$ cat config.mk
export PLATFORM = sky130hd
export DESIGN_NAME = snake_input_ctrl
export DESIGN_NICKNAME = d
export VERILOG_FILES = /design/src/rtl/snake_input_ctrl.sv
export SDC_FILE = /design/constraint.sdc
export NUM_CORES = 1
export LEC_CHECK = 0
export CORE_MARGIN = 3
export CORE_UTILIZATION = 55
export DETAILED_ROUTE_END_ITERATION = 6
export PLACE_DENSITY = 0.82
export SLEW_MARGIN = 5
export SYNTH_ARGS = -nofsm -noshare
export SYNTH_HDL_FRONTEND = slang
export SYNTH_SLANG_ARGS = --single-unit
$ cat constraint.sdc
create_clock -name vga_clk -period 6.3 [get_ports vga_clk]
set_clock_uncertainty 0.1 [all_clocks]
set_input_delay 1.89 -clock vga_clk [delete_from_list [all_inputs] [get_ports vga_clk]]
set_output_delay 1.89 -clock vga_clk [all_outputs]
set_load 0.02 [all_outputs]
$ cat src/rtl/snake_input_ctrl.sv
// Snake input front end: synchronised/debounced buttons, IDLE/RUN/END game FSM,
// and a move tick whose period shrinks with tail length.
`ifndef LEFT_DIR
`define LEFT_DIR 2'd0
`endif
`ifndef TOP_DIR
`define TOP_DIR 2'd1
`endif
`ifndef RIGHT_DIR
`define RIGHT_DIR 2'd2
`endif
`ifndef DOWN_DIR
`define DOWN_DIR 2'd3
`endif
`ifndef TAIL_SIZE
`define TAIL_SIZE [7:0]
`endif

module snake_input_ctrl #(
  parameter int DEBOUNCE_CYCLES = 250000,
  parameter int BASE_PERIOD     = 6250000,
  parameter int STEP            = 125000,
  parameter int MIN_PERIOD      = 1562500,
  parameter int RST_CYCLES      = 4
) (
  input  logic            vga_clk,
  input  logic            reset,
  input  logic [3:0]      btn_n,
  input  logic            game_over,
  input  logic            game_won,
  input  logic `TAIL_SIZE tail_count,
  output logic [0:1]      direction,
  output logic            update_tick,
  output logic            game_reset,
  output logic            running
);

  localparam int DB_W  = (DEBOUNCE_CYCLES > 1) ? $clog2(DEBOUNCE_CYCLES + 1) : 1;
  localparam int MAX_P = (BASE_PERIOD > MIN_PERIOD) ? BASE_PERIOD : MIN_PERIOD;
  localparam int CNT_W = $clog2(MAX_P + 1);
  localparam int RST_W = (RST_CYCLES > 1) ? $clog2(RST_CYCLES + 1) : 1;
  localparam logic [63:0] BASE_W = 64'(BASE_PERIOD);
  localparam logic [63:0] MIN_W  = 64'(MIN_PERIOD);

  typedef enum logic [1:0] {S_IDLE, S_RUN, S_END} state_t;

  state_t             r_state;
  state_t             w_state_next;
  logic [3:0]         w_press;
  logic               w_evt;
  logic [1:0]         w_evt_dir;
  logic [1:0]         r_dir;
  logic [1:0]         r_pending;
  logic [1:0]         w_ref;
  logic [1:0]         w_ref_opp;
  logic [CNT_W-1:0]   r_cnt;
  logic [CNT_W-1:0]   r_period;
  logic [CNT_W-1:0]   w_period_calc;
  logic [63:0]        w_reduction;
  logic [63:0]        w_period_full;
  logic               r_commit_q;
  logic               r_tick;
  logic               r_rst_active;
  logic [RST_W-1:0]   r_rst_cnt;
  logic               w_stop;
  logic               w_start;
  logic               w_commit;
  logic               w_rst_begin;
  logic               w_rst_done;

  // Per-button synchroniser, debouncer and rising-edge (press) detector.
  genvar gi;
  generate
    for (gi = 0; gi < 4; gi++) begin : g_btn
      logic            r_sync1;
      logic            r_sync2;
      logic            r_level;
      logic            r_prev;
      logic [DB_W-1:0] r_db_cnt;
      logic            w_sample;

      assign w_sample = ~r_sync2;

      always_ff @(posedge vga_clk or negedge reset) begin
        if (!reset) begin
          r_sync1  <= 1'b1;
          r_sync2  <= 1'b1;
          r_level  <= 1'b0;
          r_prev   <= 1'b0;
          r_db_cnt <= '0;
        end else begin
          r_sync1 <= btn_n[gi];
          r_sync2 <= r_sync1;
          r_prev  <= r_level;
          if (w_sample == r_level) begin
            r_db_cnt <= '0;
          end else if (r_db_cnt == DB_W'(DEBOUNCE_CYCLES - 1)) begin
            r_level  <= w_sample;
            r_db_cnt <= '0;
          end else begin
            r_db_cnt <= r_db_cnt + 1'b1;
          end
        end
      end

      assign w_press[gi] = r_level & ~r_prev;
    end
  endgenerate

  assign w_evt = |w_press;

  always_comb begin
    w_evt_dir = `DOWN_DIR;
    if (w_press[0])      w_evt_dir = `LEFT_DIR;
    else if (w_press[1]) w_evt_dir = `TOP_DIR;
    else if (w_press[2]) w_evt_dir = `RIGHT_DIR;
  end

  // Period is computed wide so a large tail never wraps below the floor.
  assign w_reduction = 64'(STEP) * 64'(tail_count);

  always_comb begin
    if ((w_reduction >= BASE_W) || ((BASE_W - w_reduction) < MIN_W))
      w_period_full = MIN_W;
    else
      w_period_full = BASE_W - w_reduction;
  end

  assign w_period_calc = CNT_W'(w_period_full);
  assign w_stop        = game_over | game_won;

  always_ff @(posedge vga_clk or negedge reset) begin
    if (!reset) r_state <= S_IDLE;
    else        r_state <= w_state_next;
  end

  always_comb begin
    w_state_next = r_state;
    w_start      = 1'b0;
    w_commit     = 1'b0;
    w_rst_begin  = 1'b0;
    w_rst_done   = 1'b0;
    case (r_state)
      S_IDLE: begin
        if (w_evt) begin
          w_state_next = S_RUN;
          w_start      = 1'b1;
        end
      end
      S_RUN: begin
        if (w_stop)
          w_state_next = S_END;
        else if (r_cnt == r_period - 1'b1)
          w_commit = 1'b1;
      end
      S_END: begin
        if (r_rst_active) begin
          if (r_rst_cnt == RST_W'(RST_CYCLES - 1)) begin
            w_rst_done   = 1'b1;
            w_state_next = S_IDLE;
          end
        end else if (w_evt) begin
          w_rst_begin = 1'b1;
        end
      end
      default: w_state_next = S_IDLE;
    endcase
  end

  // During the commit cycle the reversal check uses the value being committed,
  // so two quick turns inside one tick cannot fold the snake back on itself.
  assign w_ref     = w_commit ? r_pending : r_dir;
  assign w_ref_opp = w_ref ^ 2'b10;

  always_ff @(posedge vga_clk or negedge reset) begin
    if (!reset) begin
      r_dir     <= `RIGHT_DIR;
      r_pending <= `RIGHT_DIR;
    end else if (w_start) begin
      r_dir     <= w_evt_dir;
      r_pending <= w_evt_dir;
    end else if (w_rst_begin) begin
      r_dir     <= `RIGHT_DIR;
      r_pending <= `RIGHT_DIR;
    end else if ((r_state == S_RUN) && !w_stop) begin
      if (w_commit)
        r_dir <= r_pending;
      if (w_evt && (w_evt_dir != w_ref_opp))
        r_pending <= w_evt_dir;
    end
  end

  always_ff @(posedge vga_clk or negedge reset) begin
    if (!reset) begin
      r_cnt    <= '0;
      r_period <= '0;
    end else if (w_start || w_commit) begin
      r_cnt    <= '0;
      r_period <= w_period_calc;
    end else if (r_state == S_RUN) begin
      r_cnt <= r_cnt + 1'b1;
    end
  end

  // Tick lags the direction update by one cycle so direction is settled
  // for a full cycle before the game logic sees the tick edge.
  always_ff @(posedge vga_clk or negedge reset) begin
    if (!reset) begin
      r_commit_q <= 1'b0;
      r_tick     <= 1'b0;
    end else begin
      r_commit_q <= w_commit;
      r_tick     <= r_commit_q & (r_state == S_RUN) & ~w_stop;
    end
  end

  always_ff @(posedge vga_clk or negedge reset) begin
    if (!reset) begin
      r_rst_active <= 1'b0;
      r_rst_cnt    <= '0;
    end else if (w_rst_begin) begin
      r_rst_active <= 1'b1;
      r_rst_cnt    <= '0;
    end else if (w_rst_done) begin
      r_rst_active <= 1'b0;
      r_rst_cnt    <= '0;
    end else if (r_rst_active) begin
      r_rst_cnt <= r_rst_cnt + 1'b1;
    end
  end

  assign direction   = r_dir;
  assign update_tick = r_tick;
  assign game_reset  = r_rst_active;
  assign running     = (r_state == S_RUN);

endmodule

# Yosys cells after proc, flatten, opt, wreduce, memory -nomap -nowiden
# Cells that the tools add are included.
# word_totals
register_bits,146
in_bits,16
wordCells,138
# classes
addsub,8
n_mul,1
n_lt_le_gt_ge,2
n_eq_ne,17
n_mux,42
n_bitwise,21
reduce_logical,18
# op_table
cell,n
2-to-1 mux 18 bit,8
"adder 18 x 1 -> 18 bit, second input constant",4
"== test 18 bit, second input constant",4
2-to-1 mux 23 bit,3
"less-than comparator 64 x 21 -> 1 bit, second input constant",1
2-to-1 mux 2 bit,14
"subtractor 23 x 25 -> 26 bit, first input constant",1
">= comparator 25 x 23 -> 1 bit, second input constant",1
"adder 23 x 1 -> 23 bit, second input constant",1
== test 23 bit,1
"subtractor 23 x 1 -> 23 bit, second input constant",1
"multiplier 14 x 8 -> 22 bit, first input constant",1
inverter 1 bit,14
2-to-1 mux 1 bit,13
AND reduction 2 bit,5
2-to-1 mux 3 bit,3
nonzero test 3 bit,3
AND 1 bit,6
"inequality test 2 bit, second input constant",3
one-hot mux 2 bit (3 select lines),1
== test 1 bit,4
AND reduction 4 bit,1
nonzero test 2 bit,2
OR reduction 4 bit,1
11 further kinds,13

# Longest topological paths before layout
# logic_depth
word_depth,13
depth_mapped,21
mapped_depth_nobuf,19

# Worst setup path after synthesis
# OpenSTA, ideal clock, no wires.
# synth_path
path_kind,input -> register
start,input port tail_count[2] (netlist bit)
end,register r_period[16]
setup_time_ns,0.139
arrival_time_ns,6.169
t_required_ns,6.061
path_slack_ns,-0.108
path_stages,18
path_buffers,2
cell_sequence,fa_1 > ha_1 > inv_1 > fa_1 > fa_1 > inv_1 > ha_1 > clkbuf_1 > nand4_1 > o21ai_0 > xor2_1 > and3_1 > and3_1 > a211oi_1 > o21a_1 > o21ai_4 > buf_6 > a22oi_1
# synth_between
elab_chain_cells,5
elab_cells_between_ends,6
cone_classes,1 x add/sub; 1 x mul; 2 x order compare; 1 x mux; 1 x reduce/logical
# synth_rtl
item,line_no,text
start: declaration,31,"input logic `TAIL_SIZE tail_count,"
multiplier 14 x 8 -> 22 bit (*),120,assign w_reduction = 64'(STEP) * 64'(tail_count);
subtractor 23 x 25 -> 26 bit,126,w_period_full = BASE_W - w_reduction;
less-than comparator 64 x 21 -> 1 bit,123,if ((w_reduction >= BASE_W) || ((BASE_W - w_reduction) < MIN_W))
logical OR 1 bit,123,
2-to-1 mux 23 bit (*),123,
end signal: assignment,199,r_period <= w_period_calc;
end: declaration,57,logic [CNT_W-1:0] r_period;
# Mark *: on every way between the ends. The rest lies on a longest branch, timed or not.
# A chain may end at the register's enable or synchronous reset.

# Final worst setup path
# layout_path
start,input port tail_count[2] (netlist bit)
end,register r_period[5]
# Same word-level chain as after synthesis.

==> impl_metrics.csv <==
group,metric,value,unit
outcome,status,"completed",
synth,synth_top_area_cell,"dfrtp_1",
critical_path,arrival,6360,ps
synth,synth_cell_types,78,
power_and_ir_drop,power_density,321,mW/mm²
drt,vias_per_cell,5.68,
finish,multi_input_area,0.00583,mm²
finish,nets,1229,
synth,synth_top_area_share,34.9,%
power_and_ir_drop,power_switching,1.22,mW
clock_tree,clock_latency,430,ps
critical_path,worstPathRequired,6510,ps
power_and_ir_drop,switching_share,33.0,%
synth,synth_ff_type,"dfrtp_1",
floorplanning,pin_count,21,
clock_tree,cts-root-buf,"clkbuf_16",
drt,drt_pass1_iterations,5,
sta,max_slew_margin,36.2,%
placed_design,io_buffers,20,
critical_path,end_kind,"register",
power_and_ir_drop,seq_power_share,25.5,%
clock_tree,cts_made_buffers,17,
power_and_ir_drop,p_int,2.48,mW
finish,seq_area,0.00362,mm²
sta,drv_slew,0,
synth,synth_nets,1132,
power_and_ir_drop,share_comb_of_total_power,46.1,%
finish,drive_gt1_share,15.6,%
sta,post-route-period-util,97.7,%
finish,diodes,0,
sta,setup_tns,0,ps
sta,fin_ws,147,ps
synth,synth_seq_area_share,37.6,%
power_and_ir_drop,finalPower,3.70,mW
global_route,antenna_found_initial,0,
drt,drt_wl_total,20900,µm
critical_path,critPathKind,"primary input to register",
drt,drtIter0Drc,422,
clock_tree,cts_tree,"done",
floorplanning,die_h,138,µm
global_route,grt_pass1_wl,35500,µm
synth,synth_most_common_cell,"nor2_1",
clock_tree,htreeDepth,4,
sta,tightest_slew,957,ps
floorplanning,start_util,57.1,%
synth,synth_cells,1035,
power_and_ir_drop,pwr-share-clk,28.4,%
synth,yosys-top-cells-count,"146 x nor2_1, 134 x dfrtp_1, 77 x xor2_1",
floorplanning,coreArea,0.0168,mm²
global_route,grt.total_usage,21.7,%
finish,area_growth,19.9,%
clock_tree,clk_pin_slew,70,ps
finish,fin_area,0.0115,mm²
sta,setup_violations,0,
drt,ant_nets,0,
synth,synth.cell_area,0.00961,mm²
floorplanning,die-area,0.0191,mm²
sta,hold_violations,0,
global_route,grt_overflow,0,
sta,post-route-min-period,6150,ps
critical_path,startpoint_type,"primary input",
finish,fillCellCount,1215,
sta,max_freq,0.163,GHz
placed_design,hpwl,14400,µm
placed_design,place_area,0.0106,mm²
min_path,min_path_type,"register to register",
drt,wl_per_cell,15.3,µm
clock_tree,cts_sinks,144,
synth,synth-edff-count,0,
floorplanning,rows,47,
synth,ys_top_cells_by_area,"dfrtp_1 35%, ha_1 8.3%, xor2_1 7.0%",
synth,synth-async-reset-ratio,100,%
global_route,grt_pass1_vias,7810,
drt,drcViolationCount,0,
flow_run,cap_violations,0,
placed_design,place_congestion,0.887,
global_route,grt_start_max_net_pins,109,
synth,ys_ff_latch,144,
drt,vias,7749,
clock_tree,clockBufferDepth,2,
critical_path,path_max_fanout,8,
power_and_ir_drop,peakVddDrop,274,µV
synth,yosysWarnings,0,
floorplanning,die_w,138,µm
power_and_ir_drop,leakagePower,5.16,nW
synth,syn_area_per_cell,9.28,µm²
clock_tree,hold_buffers,0,
placed_design,place_ws,-662,ps
==> through the flow <==
step	std cells	util [%]	hold WS [ps]
after floorplan	1035	-	245
after global placement	1326	63.0	250
after detailed placement	1326	63.0	247
after CTS	1358	66.8	258
after global routing	1365	68.5	264
final	1365	68.5	254
==> critical path: stages <==
cell,delay [ps]
dlygate4sd2_1,250
fa_1,460
ha_1,320
inv_2,40
fa_1,450
fa_1,510
inv_1,60
ha_4,310
nand4_1,190
buf_4,210
o211ai_1,280
o311ai_2,180
nor3_2,190
a32oi_2,140
o221a_4,270
o211ai_2,90
o21ai_4,130
clkbuf_16,180
a22o_1,190
==> cell usage in the layout (no fill, tap or decap), drive strengths merged, types with 13 or more instances in the layout <==
master,netlist,final
and3,28,28
clkdlybuf4s50,0,13
ha,64,64
nor2,146,146
nand4,19,19
dfrtp,134,134
fa,17,17
buf,6,90
nor3,16,16
xor2,78,78
clkbuf,27,23
xnor2,66,66
nand3,42,42
nand2,68,68
a21oi,42,42
inv,61,64
o21ai,26,26
or3,15,15
==> area by class of cell <==
class,count,area share (%)
Clock buffer,21,4.00
Clock inverter,11,1.35
Inverter,61,1.99
Multi-Input combinational cell,797,50.6
Sequential cell,144,31.4
Tap cell,220,2.39
Timing Repair Buffer,111,8.27
==> sequential cells by signal, summed over array words and instances (netlist names) <==
signal / flops
direction: 2
g_btn.r_db_cnt: 72
g_btn.r_level: 4
g_btn.r_prev: 4
g_btn.r_sync1: 4
g_btn.r_sync2: 4
game_reset: 1
r_cnt: 23
r_commit_q: 1
r_pending: 2
r_period: 21
r_rst_cnt: 3
r_state: 2
update_tick: 1
==> final timing paths <==
kind	startpoint	to	slack, ps	cells past startpoint
worst min-delay path	g_btn[2].r_sync1	g_btn[2].r_sync2	250	0
min in group asynchronous	reset	g_btn[1].r_db_cnt[12]	1480	1
worst max-delay path	tail_count[2]	r_period[5]	150	19
max in group asynchronous	reset	r_pending[1]	3570	2
worst min register to register	g_btn[2].r_sync1	g_btn[2].r_sync2	250	0
worst max register to register	r_period[2]	r_pending[1]	2180	12
==> power by group through the flow <==
stage	Sequential, mW	Combinational (mW)	Clock [mW]
final	0.942	1.71	1.05
after detailed placement	0.959	1.44	0
after global placement	0.958	1.41	0
after global routing	0.943	1.88	1.10
after floorplan	0.957	0.832	0
after CTS	0.942	1.48	1.06
==> per-layer routing <==
metal	vias up	track usage, %	part of all wire [%]
met4	0	7.64	1.9
met1	3796	27.7	44
met5	-	0	0
li1	3788	-	-
met2	130	37.2	51
met3	35	4.11	2.9
==> timing repair <==
action / 4_1_cts / 5_1_grt
endpoints found under the setup margin: 19 / 21
hold endpoints to repair: 0 / 0
setup buffers: 0 / 5
gates cloned: 0 / 2
pin swaps: 5 / 24
gates resized for setup: 9 / 30
==> cell families after synthesis <==
group	share of synthesized area, %
flip-flops	37.6
AO/OA/AOI/OAI	11.5
multiplexers	1.26
adder cells (fa/ha/maj)	11.9
buffers and inverters	3.85
XOR/XNOR	13.2
AND/OR/NAND/NOR	20.7
No activity file was read; power rests on OpenSTA's default activity.
